### src/rtl/mul_pkg.sv
// Shared types and constants for the shift-add multiplier.
package mul_pkg;

  localparam int unsigned MUL_WIDTH = 32;
  localparam int unsigned COUNT_W   = $clog2(MUL_WIDTH);

  typedef enum logic [1:0] {
    ST_IDLE = 2'd0,
    ST_RUN  = 2'd1,
    ST_DONE = 2'd2
  } state_e;

endpackage

### src/rtl/mul_sequencer_if.sv
// Start/busy/done handshake plus operand and result bus for mul_sequencer.
interface mul_sequencer_if
  import mul_pkg::*;
#(
  parameter int unsigned WIDTH = MUL_WIDTH
) ();

  logic                 start;
  logic [WIDTH-1:0]     multiplicand;
  logic [WIDTH-1:0]     multiplier;
  logic                 busy;
  logic                 done;
  logic [2*WIDTH-1:0]   product;
  logic                 overflow;

  modport master (
    output start, multiplicand, multiplier,
    input  busy, done, product, overflow
  );

  modport slave (
    input  start, multiplicand, multiplier,
    output busy, done, product, overflow
  );

endinterface

### src/rtl/mul_datapath.sv
// Multiplicand and product registers with the (WIDTH+1)-bit adder and shift.
module mul_datapath
  import mul_pkg::*;
#(
  parameter int unsigned WIDTH = MUL_WIDTH
) (
  input  logic                 clk,
  input  logic                 reset,
  input  logic                 load,
  input  logic                 load_zero,
  input  logic                 step,
  input  logic                 add,
  input  logic                 finish,
  input  logic [WIDTH-1:0]     multiplicand,
  input  logic [WIDTH-1:0]     multiplier,
  output logic [2*WIDTH-1:0]   product,
  output logic                 overflow,
  output logic                 lsb
);

  logic [WIDTH-1:0]   mcand_reg;
  logic [WIDTH:0]     sum_c;
  logic [2*WIDTH-1:0] product_next_c;

  // Conditional add of the multiplicand into the upper half, then shift right
  always_comb begin
    sum_c = {1'b0, product[2*WIDTH-1:WIDTH]};
    if (add) begin
      sum_c = (WIDTH+1)'({1'b0, product[2*WIDTH-1:WIDTH]}) + (WIDTH+1)'({1'b0, mcand_reg});
    end
    product_next_c = {sum_c, product[WIDTH-1:1]};
  end

  assign lsb = product[0];

  // Operand capture, per-step update and overflow flag at the final step
  always_ff @(posedge clk) begin
    if (reset) begin
      mcand_reg <= '0;
      product   <= '0;
      overflow  <= 1'b0;
    end else if (load) begin
      mcand_reg <= multiplicand;
      product   <= load_zero ? '0 : {{WIDTH{1'b0}}, multiplier};
      overflow  <= 1'b0;
    end else if (step) begin
      product <= product_next_c;
      if (finish) begin
        overflow <= |product_next_c[2*WIDTH-1:WIDTH];
      end
    end
  end

endmodule

### src/rtl/mul_sequencer.sv
// Multi-cycle unsigned shift-add multiplier: control FSM, step counter and datapath.
// Optional build macro MUL_SEQUENCER_ZERO_SKIP_EN: a zero operand goes straight to DONE.
module mul_sequencer
  import mul_pkg::*;
#(
  parameter int unsigned WIDTH = MUL_WIDTH
) (
  input  logic            clk,
  input  logic            reset,
  mul_sequencer_if.slave  bus
);

  localparam int unsigned CNT_W = $clog2(WIDTH);

  localparam logic [1:0] IDLE = ST_IDLE;
  localparam logic [1:0] RUN  = ST_RUN;
  localparam logic [1:0] DONE = ST_DONE;

  logic [1:0]       state;
  logic [1:0]       state_next;
  logic [CNT_W-1:0] count;
  logic             last_c;
  logic             load_c;
  logic             load_zero_c;
  logic             step_c;
  logic             add_c;
  logic             finish_c;
  logic             lsb;

  assign last_c = (count == CNT_W'(WIDTH-1));

  // State register
  always_ff @(posedge clk) begin
    if (reset) begin
      state <= IDLE;
    end else begin
      state <= state_next;
    end
  end

  // Next-state decode and datapath strobes
  always_comb begin
    state_next  = state;
    load_c      = 1'b0;
    load_zero_c = 1'b0;
    step_c      = 1'b0;
    add_c       = 1'b0;
    finish_c    = 1'b0;
    case (state)
      IDLE: begin
        if (bus.start) begin
          load_c     = 1'b1;
          state_next = RUN;
`ifdef MUL_SEQUENCER_ZERO_SKIP_EN
          if ((bus.multiplicand == '0) || (bus.multiplier == '0)) begin
            load_zero_c = 1'b1;
            state_next  = DONE;
          end
`endif
        end
      end
      RUN: begin
        step_c = 1'b1;
        add_c  = lsb;
        if (last_c) begin
          finish_c   = 1'b1;
          state_next = DONE;
        end
      end
      DONE: begin
        state_next = IDLE;
      end
      default: begin
        state_next = IDLE;
      end
    endcase
  end

  // Step counter; holds at its final value instead of wrapping
  always_ff @(posedge clk) begin
    if (reset) begin
      count <= '0;
    end else if (load_c) begin
      count <= '0;
    end else if (step_c && !last_c) begin
      count <= count + CNT_W'(1);
    end
  end

  // Registered handshake outputs, derived from the upcoming state
  always_ff @(posedge clk) begin
    if (reset) begin
      bus.busy <= 1'b0;
      bus.done <= 1'b0;
    end else begin
      bus.busy <= (state_next != IDLE);
      bus.done <= (state_next == DONE);
    end
  end

  mul_datapath #(
    .WIDTH (WIDTH)
  ) u_datapath (
    .clk          (clk),
    .reset        (reset),
    .load         (load_c),
    .load_zero    (load_zero_c),
    .step         (step_c),
    .add          (add_c),
    .finish       (finish_c),
    .multiplicand (bus.multiplicand),
    .multiplier   (bus.multiplier),
    .product      (bus.product),
    .overflow     (bus.overflow),
    .lsb          (lsb)
  );

endmodule
### src/flat_wrapper.sv
// flat-port wrapper written by rule: the top's interface ports become plain ports
module mul_sequencer_flat import mul_pkg::*;
#(
  parameter int unsigned WIDTH = MUL_WIDTH
)
  (clk, reset, bus_start, bus_multiplicand, bus_multiplier, bus_busy, bus_done, bus_product, bus_overflow);
  mul_sequencer_if #(.WIDTH(WIDTH)) bus_i ();
  input  logic clk;
  input  logic reset;
  input wire logic [$bits(bus_i.start)-1:0] bus_start;
  input wire logic [$bits(bus_i.multiplicand)-1:0] bus_multiplicand;
  input wire logic [$bits(bus_i.multiplier)-1:0] bus_multiplier;
  output wire logic [$bits(bus_i.busy)-1:0] bus_busy;
  output wire logic [$bits(bus_i.done)-1:0] bus_done;
  output wire logic [$bits(bus_i.product)-1:0] bus_product;
  output wire logic [$bits(bus_i.overflow)-1:0] bus_overflow;
  assign bus_i.start = bus_start;
  assign bus_i.multiplicand = bus_multiplicand;
  assign bus_i.multiplier = bus_multiplier;
  assign bus_busy = bus_i.busy;
  assign bus_done = bus_i.done;
  assign bus_product = bus_i.product;
  assign bus_overflow = bus_i.overflow;
  mul_sequencer #(.WIDTH(WIDTH)) u_core (.clk(clk), .reset(reset), .bus(bus_i));
endmodule
### config.mk
export PLATFORM = sky130hd
export DESIGN_NAME = mul_sequencer_flat
export DESIGN_NICKNAME = d
export VERILOG_FILES = /design/src/rtl/mul_pkg.sv /design/src/rtl/mul_sequencer_if.sv /design/src/rtl/mul_datapath.sv /design/src/rtl/mul_sequencer.sv /design/src/flat_wrapper.sv
export SDC_FILE = /design/constraint.sdc
export NUM_CORES = 1
export LEC_CHECK = 0
export ABC_AREA = 1
export CAP_MARGIN = 5
export CORE_MARGIN = 2
export CORE_UTILIZATION = 30
export DETAILED_ROUTE_END_ITERATION = 6
export PLACE_DENSITY_LB_ADDON = 0.15
export SLEW_MARGIN = 15
export SYNTH_ARGS = -nofsm -noshare
export SYNTH_HDL_FRONTEND = slang
export SYNTH_SLANG_ARGS = --single-unit
### constraint.sdc
create_clock -name clk -period 4 [get_ports clk]
set_input_delay 1.2 -clock clk [delete_from_list [all_inputs] [get_ports clk]]
set_output_delay 1.2 -clock clk [all_outputs]
set_load 0.03 [all_outputs]
==> impl_results.md, run 1 <==
- Outcome: finished clean
- Critical Path, Cell by Cell: ha_1 -> fa_1 -> nand2_1 -> nand2_1 -> nand3_1 -> nand2_1 -> nand2_1 -> nand3_1 -> o21ai_0 -> nand2_1 -> nor2_1 -> nand3_1 -> nor2_1 -> nand3_1 -> nor2_1 -> a21oi_1
- Mapped cell area: 0.00699 mm²
- MaxCap Viol Count: 0
- Vias in the first global route: 7,003
- Post-synthesis cell type count: 29
- Buffers & Inverters on Critical Path: 0
- CP most frequent cell: nand2_1
- VDD IR max: 222 µV
- WP data arrival: 3.03 ns
- Wire length per cell: 14.2 µm
- TritonCTS clock tree: done
- Cts-stage hold buffer count: 0
- Nets: 1,377
- Fmax achieved: 359 MHz
- Sw frac: 34.2%
- Tot Pwr: 2980 µW
- WL final: 22,700 µm
- Crit path launch: u_core.u_datapath.product[32]
- CTS Root Cell: clkbuf_16
- CTS sink count: 106
- Clock share of power: 32.2%
- Largest cells by area after synthesis: dfxtp_1 30%, nand2_1 19%, inv_1 9.3%
- Crit path max fanout: 4
- Drt pass-1 iters: 5
- Tcrit/Tclk final: 69.6%
- Final Hold Fails: 0
- Synth Instances: 1,166
- Synth Area in XOR/XNOR: 0.376%
- Highest routed layer: met4
- Die Y-Extent: 157 µm
- Clock Latency Late Sink: 0.36 ns
- Seq/Total Area, Yosys: 30.3%
- Critical Path RT: 4.24 ns
- Number of port buffers: 133
- Least-Margin Pin Slew: 0.664 ns
- RSZ-0062 raised after global routing: no
- Drt drc: 0
- Worst Skew: 0.0121 ns
- Share of cells above drive strength 1: 3.44%
- Max Slew Vio Count: 0
- CP max-delay cell: fa_1
- LEAKAGE: 0.00437 µW
- Die X: 157 µm
- Placer Congestion: 0.912
- TNS Setup: 0 ns
- CTS max path bufs: 2
- R2r startpoint: u_core.u_datapath.product[32]
- Critical Path Source Type: flip-flop
- M1 WL: 10,800 µm
- Portion of total power attributed to sequential cells: 40.7%
- Post-synthesis adder-cell area fraction: 6.37%
- Synth Area in Compound Gates: 14.5%
- First-pass GRT wire length: 36,500 µm
- Setup-failing EPs final: 0
- Setup bufs post-CTS: 0
- Syn Nets: 1,268
- Hpwl dp: 17,700 µm
- Cell Area, Placed: 0.00862 mm²
- Leading cell types in the layout, fill and taps excluded: 358 x nand2_1, 172 x inv_1, 133 x clkdlybuf4s50_1
- Commonest non-fill, non-tap cell in the layout: nand2_1
- Total gr overflow: 0
- Filler cell count: 2,524
- Initial Utilization: 30.7%
- Vias per cell: 4.70
- Non-Filler Instances: 1,593
- Cells after DPL: 1,577
- Synth area leader: dfxtp_1
- H-tree Lvls: 3
- Multiplexer area fraction after synthesis: 0%
- Initial antenna violation count: 0
- YS warnings: 0
- Core region area: 0.0228 mm²
- Hold path start: u_core.count[3]
- Post-CTS Resized: 0
- NetSw: 1020 µW
- Synth Register Bits: 106
- Final instance area: 0.00893 mm²
- Area share of the largest cell type after synthesis: 30.3%
- Met2 wire len: 10,200 µm
- Simple-gate portion of the synthesized area: 36.3%
- Met3 Wirelength: 1480 µm
- Clock Pin Slew Worst Setup and Hold Paths: 0.08 ns
- Total CTS buffers: 9
- Post-route minimum period: 2.79 ns
- Pwr per Cell Area: 333 mW/mm²
- Max FFs per register: 64
- All-Layer GR Usage: 18.9%
- Die area: 0.0245 mm²
- Via count: 7,492
- Top Ports: 134
- Setup CP Type: flip-flop to flip-flop
- Internal power: 1960 µW
- # rows: 55
- Pin count of the biggest net entering global routing: 66
- Post-route ant nets: 0
- Worst hold slack: 0.466 ns
- Max incr delay on CP: 0.47 ns
- Main combinational cell family by area after synthesis: simple AND/OR/NAND/NOR gates
- Hold Crit Class: flip-flop to flip-flop
- First DRT Iteration DRCs: 435
- Element type at the critical path end: flip-flop
- Slew Limit Headroom: 55.7%
- Synth-to-Final Area Change: 27.8%
- Comb pwr share: 27.1%
- Crit path max-delay family: simple AND/OR/NAND/NOR gates
- Mapped Avg Cell Area: 6.00 µm²
- ANT cells: 0
==> path summary, 6_finish.rpt <==
| check | end | slack (ns) | cells after the start |
|---|---|---|---|
| min reg2reg | u_core.count[3] | 0.47 | 2 |
| max reg2reg | u_core.u_datapath.overflow | 1.21 | 16 |
| max | u_core.u_datapath.overflow | 1.21 | 16 |
| min | u_core.count[3] | 0.47 | 2 |
==> through the flow <==
stage	util, %	setup WS, ns
after global routing	39.2	0.988
final	39.2	1.21
after CTS	39.2	1.17
after global placement	37.9	0.961
after floorplan	-	1.68
after detailed placement	37.9	0.929
==> power groups by stage <==
stage	clock network, µW	registers, µW	logic, µW
after CTS	986	1210	813
after global routing	1030	1220	898
final	958	1210	807
after global placement	0	1240	807
after floorplan	0	1320	411
after detailed placement	0	1240	809
==> worst min-delay path, cell delays in order (launching register included) <==
cell	delay, ns
dfxtp_1	0.32
nand2_1	0.06
a21oi_1	0.05
==> cell type report <==
class / instances / area (µm²) / share of cell area, %
Multi-Input combinational cell: 840 / 4030 / 45.1
Sequential cell: 106 / 2120 / 23.8
Timing Repair Buffer: 141 / 1420 / 15.9
Inverter: 177 / 664 / 7.44
Tap cell: 313 / 392 / 4.38
Clock buffer: 9 / 225 / 2.52
Clock inverter: 7 / 83.8 / 0.938
==> logic make-up after synthesis <==
logic type	Yosys count
buf+inv	220
simple gates	622
flops	106
fa+ha+maj	35
compound gates	180
xor+xnor	3
==> cells in the mapped netlist (all sizes together) <==
cell type	instances
nor2	130
o211ai	32
nand2	359
or2	12
and3	1
fa	1
nor3	7
a31oi	10
xnor2	1
a21oi	52
dfxtp	106
nand3	102
nand4	11
o21ai	78
xor2	2
clkinv	2
ha	34
a21boi	2
o22ai	1
buf	12
clkbuf	31
o21bai	5
inv	175
==> per-layer routing <==
| layer | vias up | global-route usage [%] |
|---|---|---|
| li1 | 3916 | - |
| met1 | 3404 | 25.4 |
| met2 | 159 | 30.8 |
| met3 | 13 | 4.65 |
| met4 | 0 | 3.76 |
| met5 | - | 0 |
Note: power is estimated with default switching activity, not from simulation.
==> inputs of run 2 (changes only) <==
==> constraint.sdc (replaced) <==
create_clock -name clk -period 2.7 [get_ports clk]
set_input_delay 0.81 -clock clk [delete_from_list [all_inputs] [get_ports clk]]
set_output_delay 0.81 -clock clk [all_outputs]
set_load 0.03 [all_outputs]
==> run 2 against run 1 <==
  * Final cell count grew 2.4%
  * First-iteration DRC count grew 3.0%
  * Register-to-register slack lost 1.0 ns
  * Critical path type unchanged
  * Power grew 50%
  * Combinational power grew 61%
  * Largest cell class unchanged
  * Count of clock-buffer cells in the layout is the same
  * Utilization grew 1.8 points
  * Flip-flop and latch count is the same
==> impl_results.md, run 2 (synthesis gave the netlist of run 1 again) <==
- TritonCTS clock tree: done
- CP most frequent cell: nand2_1
- DP Worst Slack: -0.134 ns (-1.06 ns)
- Hold Crit Class: flip-flop to flip-flop
- Outcome: finished clean
- Pin count of the biggest net entering global routing: 66 (unchanged)
- Core region area: 0.0228 mm² (unchanged)
- ANT cells: 0 (unchanged)
- TNS Setup: 0 ns (unchanged)
- All-Layer GR Usage: 20.2% (+1.3 points)
- Number of port buffers: 133 (unchanged)
- Tcrit/Tclk final: 93.1% (+23 points)
- Leading cell types in the layout, fill and taps excluded: 356 x nand2_1, 172 x inv_1, 133 x clkdlybuf4s50_1
- CTS max path bufs: 2 (unchanged)
- Crit path max-delay family: simple AND/OR/NAND/NOR gates
- Initial Utilization: 30.7% (unchanged)
- Non-Filler Instances: 1,631 (+2.4%)
- Max FFs per register: 64 (unchanged)
- # rows: 55 (unchanged)
- Initial antenna violation count: 0 (unchanged)
- Via count: 7,581 (+1.2%)
- Drt drc: 0 (unchanged)
- Drt pass-1 iters: 5 (unchanged)
- Hpwl dp: 18,700 µm (+5.9%)
- VDD IR max: 349 µV (+58%)
- Setup bufs post-CTS: 0 (unchanged)
- Critical Path RT: 2.94 ns (-1.30 ns)
- Vias per cell: 4.65 (-1.2%)
- MaxCap Viol Count: 0 (unchanged)
- Setup CP Type: flip-flop to flip-flop
- Worst Skew: 0.0146 ns (+0.00249 ns)
- Nets: 1,416 (+2.8%)
- Critical Path, Cell by Cell: ha_1 -> nand2_1 -> nand2_1 -> inv_2 -> nand2_1 -> nand2_1 -> nand2_1 -> nand2_1 -> nand2_1 -> nand2_1 -> nand3_1 -> nand2_1 -> nand2_1 -> inv_1 -> nand2_1 -> nor2_1 -> nand3_1 -> nor2_2 -> a21oi_1
- Total CTS buffers: 9 (unchanged)
- Synth-to-Final Area Change: 33.5%
- CTS Root Cell: clkbuf_16
- Top Ports: 134 (unchanged)
- Setup-failing EPs final: 0 (unchanged)
- Least-Margin Pin Slew: 0.411 ns (-0.253 ns)
- Element type at the critical path end: flip-flop
- Critical Path Source Type: flip-flop
- Worst hold slack: 0.462 ns (-0.00424 ns)
- Total gr overflow: 0 (unchanged)
- CTS sink count: 106 (unchanged)
- Die Y-Extent: 157 µm (unchanged)
- Vias in the first global route: 7,247 (+3.5%)
- Cts-stage hold buffer count: 0 (unchanged)
- First DRT Iteration DRCs: 448 (+3.0%)
- Die area: 0.0245 mm² (unchanged)
- Slew Limit Headroom: 72.3% (+17 points)
- Wire length per cell: 14.8 µm (+3.9%)
- WP data arrival: 2.76 ns (-0.27 ns)
- Die X: 157 µm (unchanged)
- Filler cell count: 2,524 (unchanged)
- First-pass GRT wire length: 38,600 µm (+5.8%)
- Clock Pin Slew Worst Setup and Hold Paths: 0.07 ns (about the same)
- Max incr delay on CP: 0.37 ns (-0.10 ns)
- Max Slew Vio Count: 0 (unchanged)
- Share of cells above drive strength 1: 7.36% (+3.9 points)
- Post-route minimum period: 2.51 ns (-0.272 ns)
- Buffers & Inverters on Critical Path: 2 (+2)
- CP max-delay cell: ha_1
- Crit path max fanout: 5 (+1)
- Final worst slack: 0.187 ns (-1.03 ns)
- Clock Latency Late Sink: 0.36 ns (about the same)
- Commonest non-fill, non-tap cell in the layout: nand2_1
- Pwr per Cell Area: 477 mW/mm² (+43%)
- WL final: 24,100 µm (+6.3%)
- LEAKAGE: 0.00457 µW (+4.6%)
- H-tree Lvls: 3 (unchanged)
- Post-route ant nets: 0 (unchanged)
- Final Hold Fails: 0 (unchanged)
- Fmax achieved: 398 MHz (+11%)
- Cells after DPL: 1,616 (+2.5%)
- Placer Congestion: 0.976 (+7.0%)
run 2: changes by cell type in the layout (fill, tap and decap cells not counted), sizes merged:
cell      delta
buf         +39
clkinv       -1
clkinvlp     +1
inv          -1
run 2: report_power, final:
part | leakage (µW) | internal [µW] | switching [µW]
registers | 0.000873 | 1690 | 101
clock network | 0.000142 | 719 | 648
logic | 0.00355 | 549 | 754
run 2: timing repair:
item                                    CTS  global route
endpoints found under the setup margin    1             1
gates resized for setup                   4            14
cloned                                    0             0
run 2: worst reg2reg max path, stage by stage, from the launching register on:
cell	delay, ns
dfxtp_1	0.34
ha_1	0.37
nand2_1	0.08
nand2_1	0.09
inv_2	0.06
nand2_1	0.12
nand2_1	0.11
nand2_1	0.12
nand2_1	0.10
nand2_1	0.09
nand2_1	0.07
nand3_1	0.13
nand2_1	0.13
nand2_1	0.06
inv_1	0.05
nand2_1	0.09
nor2_1	0.10
nand3_1	0.09
nor2_2	0.13
a21oi_1	0.08
run 2: through the flow:
stage	power [µW]	area (µm²)	utilization, %
6_report	4460	9340	41.0
5_1_grt	4730	9340	41.0
4_1_cts	4510	9280	40.7
3_5_place_dp	3110	8980	39.4
3_3_place_gp	3120	8980	39.4
2_1_floorplan	2560	6990	-
run 2: final cells by class:
type / count / area (µm²) / share of cell area, %
Clock buffer: 9 / 225 / 2.41
Tap cell: 313 / 392 / 4.19
Timing Repair Buffer: 180 / 1770 / 19.0
Sequential cell: 106 / 2120 / 22.7
Inverter: 177 / 664 / 7.11
Multi-Input combinational cell: 840 / 4100 / 43.9
Clock inverter: 6 / 65.1 / 0.697
run 2: layer usage:
layer | part of all wire, % | routed length, µm | GRT usage, %
met3 | 5.2 | 1270 | 4.40
met5 | 0 | 0 | 0
met2 | 44 | 10600 | 32.3
met1 | 48 | 11700 | 26.9
met4 | 2.5 | 609 | 6.60
run 2: path summary, 6_finish.rpt:
path,from,end,slack [ns],cells after the start
worst max-delay path,u_core.u_datapath.product[34],u_core.u_datapath.overflow,0.19,19
worst min register to register,u_core.count[3],u_core.count[3],0.46,2
worst min-delay path,u_core.count[3],u_core.count[3],0.46,2
worst max register to register,u_core.u_datapath.product[34],u_core.u_datapath.overflow,0.19,19
==> inputs of run 3 (changes only) <==
--- a/config.mk
+++ b/config.mk
@@ -6,9 +6,9 @@
 export NUM_CORES = 1
 export LEC_CHECK = 0
 export ABC_AREA = 1
-export CAP_MARGIN = 5
+export CAP_MARGIN = 10
 export CORE_MARGIN = 2
-export CORE_UTILIZATION = 30
+export CORE_UTILIZATION = 45
 export DETAILED_ROUTE_END_ITERATION = 6
 export PLACE_DENSITY_LB_ADDON = 0.15
 export SLEW_MARGIN = 15
==> run 3 against run 2 <==
  * Die area is 33% lower
  * Utilization up 18 points
  * Sequential power about the same
  * Final cell count fell by 9.1%
  * Sequential share of layout area grew 1.1 points
  * Non-clock buffer count down 23
  * Global-route usage is 6.7 points higher
  * Via count up 1.3%
  * Setup slack worse by 0.030 ns
  * Count of clock-buffer cells in the layout grew 2
  * Largest power group unchanged
==> impl_results.md, run 3 (synthesis gave the netlist of run 1 again) <==
- Least-Margin Pin Slew: 0.577 ns (+0.167 ns)
- ANT cells: 0 (unchanged)
- Die X: 129 µm (-18%)
- First-pass GRT wire length: 35,100 µm (-9.0%)
- Total CTS buffers: 9 (unchanged)
- Critical Path Source Type: flip-flop
- # rows: 45 (-18%)
- Filler cell count: 1,553 (-38%)
- Tot Pwr: 4300 µW (-3.4%)
- Hpwl dp: 17,000 µm (-9.2%)
- DP Worst Slack: -0.0109 ns (+0.123 ns)
- Die Y-Extent: 129 µm (-18%)
- Number of port buffers: 133 (unchanged)
- Drt pass-1 iters: 6 (+1)
- LEAKAGE: 0.00442 µW (-3.3%)
- WL final: 22,000 µm (-9.0%)
- Slew Limit Headroom: 61.5% (-11 points)
- Final Hold Fails: 0 (unchanged)
- Critical Path RT: 2.94 ns (about the same)
- Vias per cell: 5.18 (+11%)
- Leading cell types in the layout, fill and taps excluded: 356 x nand2_1, 172 x inv_1, 133 x clkdlybuf4s50_1
- Hold path start: u_core.count[3]
- Pwr per Cell Area: 483 mW/mm² (+1.2%)
- Worst hold slack: 0.466 ns (+0.00481 ns)
- Wire length per cell: 14.8 µm (+0.12%)
- Pin count of the biggest net entering global routing: 66 (unchanged)
- Vias in the first global route: 7,007 (-3.3%)
- Setup bufs post-CTS: 0 (unchanged)
- Critical Path, Cell by Cell: ha_4 -> fa_2 -> nand2_1 -> nand2_1 -> a21oi_1 -> nand2_1 -> nor2_1 -> nand3_1 -> nor2_1 -> nand3_1 -> nor2_2 -> nand3_1 -> nor2_2 -> a21oi_1
- Cells after DPL: 1,468 (-9.2%)
- Placer Congestion: 0.989 (+1.3%)
- Core region area: 0.0152 mm² (-33%)
- WP data arrival: 2.78 ns (+0.02 ns)
- Element type at the critical path end: flip-flop
- Setup-failing EPs final: 0 (unchanged)
- Synth-to-Final Area Change: 27.4%
- CP max-delay cell: fa_2
- Outcome: finished clean
- Total gr overflow: 0 (unchanged)
- Non-Filler Instances: 1,483 (-9.1%)
- Post-route minimum period: 2.54 ns (+0.0295 ns)
- Share of cells above drive strength 1: 5.56% (-1.8 points)
- Fmax achieved: 393 MHz (-1.2%)
- Clock Pin Slew Worst Setup and Hold Paths: 0.07 ns (about the same)
- Initial antenna violation count: 0 (unchanged)
- MaxCap Viol Count: 0 (unchanged)
- Post-route ant nets: 0 (unchanged)
- Clock Latency Late Sink: 0.36 ns (about the same)
- CTS sink count: 106 (unchanged)
- Crit path launch: u_core.u_datapath.mcand_reg[0]
- Die area: 0.0166 mm² (-33%)
- Drt drc: 0 (unchanged)
- Nets: 1,393 (-1.6%)
- Max Slew Vio Count: 0 (unchanged)
- R2r startpoint: u_core.u_datapath.mcand_reg[0]
- Hold Crit Class: flip-flop to flip-flop
- Initial Utilization: 46.0% (+15 points)
- CTS Root Cell: clkbuf_16
- H-tree Lvls: 3 (unchanged)
- VDD IR max: 292 µV (-16%)
- Commonest non-fill, non-tap cell in the layout: nand2_1
- TritonCTS clock tree: done
- Via count: 7,676 (+1.3%)
- Tcrit/Tclk final: 94.2% (+1.1 points)
- Top Ports: 134 (unchanged)
- CTS max path bufs: 2 (unchanged)
- Setup CP Type: flip-flop to flip-flop
- First DRT Iteration DRCs: 512 (+14%)
- Max FFs per register: 64 (unchanged)
- Max incr delay on CP: 0.44 ns (+0.07 ns)
- TNS Setup: 0 ns (unchanged)
- All-Layer GR Usage: 26.9% (+6.7 points)
- Final worst slack: 0.157 ns (-0.0295 ns)
- Crit path max fanout: 4 (-1)
- Worst Skew: 0.0136 ns (-0.000985 ns)
==> run 3: changes by cell type in the layout (fill, tap and decap cells not counted), sizes merged <==
cell / previous run / this run
clkbuf: 9 / 11
clkinv: 4 / 2
bufinv: 1 / 0
clkinvlp: 1 / 2
buf: 47 / 24
==> run 3: path summary, 6_finish.rpt <==
kind                                 to  slack, ns  depth (start not counted)
min reg2reg             u_core.count[3]       0.47                          2
max reg2reg  u_core.u_datapath.overflow       0.16                         14
min                     u_core.count[3]       0.47                          2
max          u_core.u_datapath.overflow       0.16                         14
==> run 3: cell type report <==
cell class / count / area [µm²] / share of cell area [%]
well taps: 188 / 235 / 2.64
multi-input cells: 840 / 4070 / 45.7
flip-flops and latches: 106 / 2130 / 23.9
clock buffers: 11 / 243 / 2.72
clock inverters: 4 / 35.0 / 0.393
inverters: 177 / 664 / 7.46
repair buffers: 157 / 1540 / 17.2
==> run 3: layer usage <==
layer  GRT usage (%)  vias to the layer above  wire (µm)
met3            6.94                       30       1900
met1            37.9                     3436      10400
met2            40.3                      255       9170
met5               0                        -          0
met4            8.63                        0        478
li1                -                     3955          -
==> run 3: through the flow <==
stage	utilization, %	area, µm²
2_1_floorplan	-	6990
3_3_place_gp	56.5	8590
3_5_place_dp	56.5	8590
4_1_cts	58.3	8870
5_1_grt	58.6	8910
6_report	58.6	8910
==> run 3: critical path: cells and delay by family (launching register included) <==
family	cells	cell delay [ns]
and+or+nand+nor	10	1.19
adders and majority gates	2	0.62
DFF	1	0.39
AOI/OAI and AO/OA	2	0.24
==> run 3: what timing repair did <==
item | CTS | global route
pin swaps | 0 | 2
resized for setup | 1 | 15
setup endpoints to repair | 1 | 1
hold buffers | 0 | 0
==> run 3: where the power goes <==
part	leakage (µW)	total (µW)	internal (µW)	switching [µW]
logic	0.00341	1230	496	731
clock network	0.000130	1290	657	631
registers	0.000874	1790	1690	103
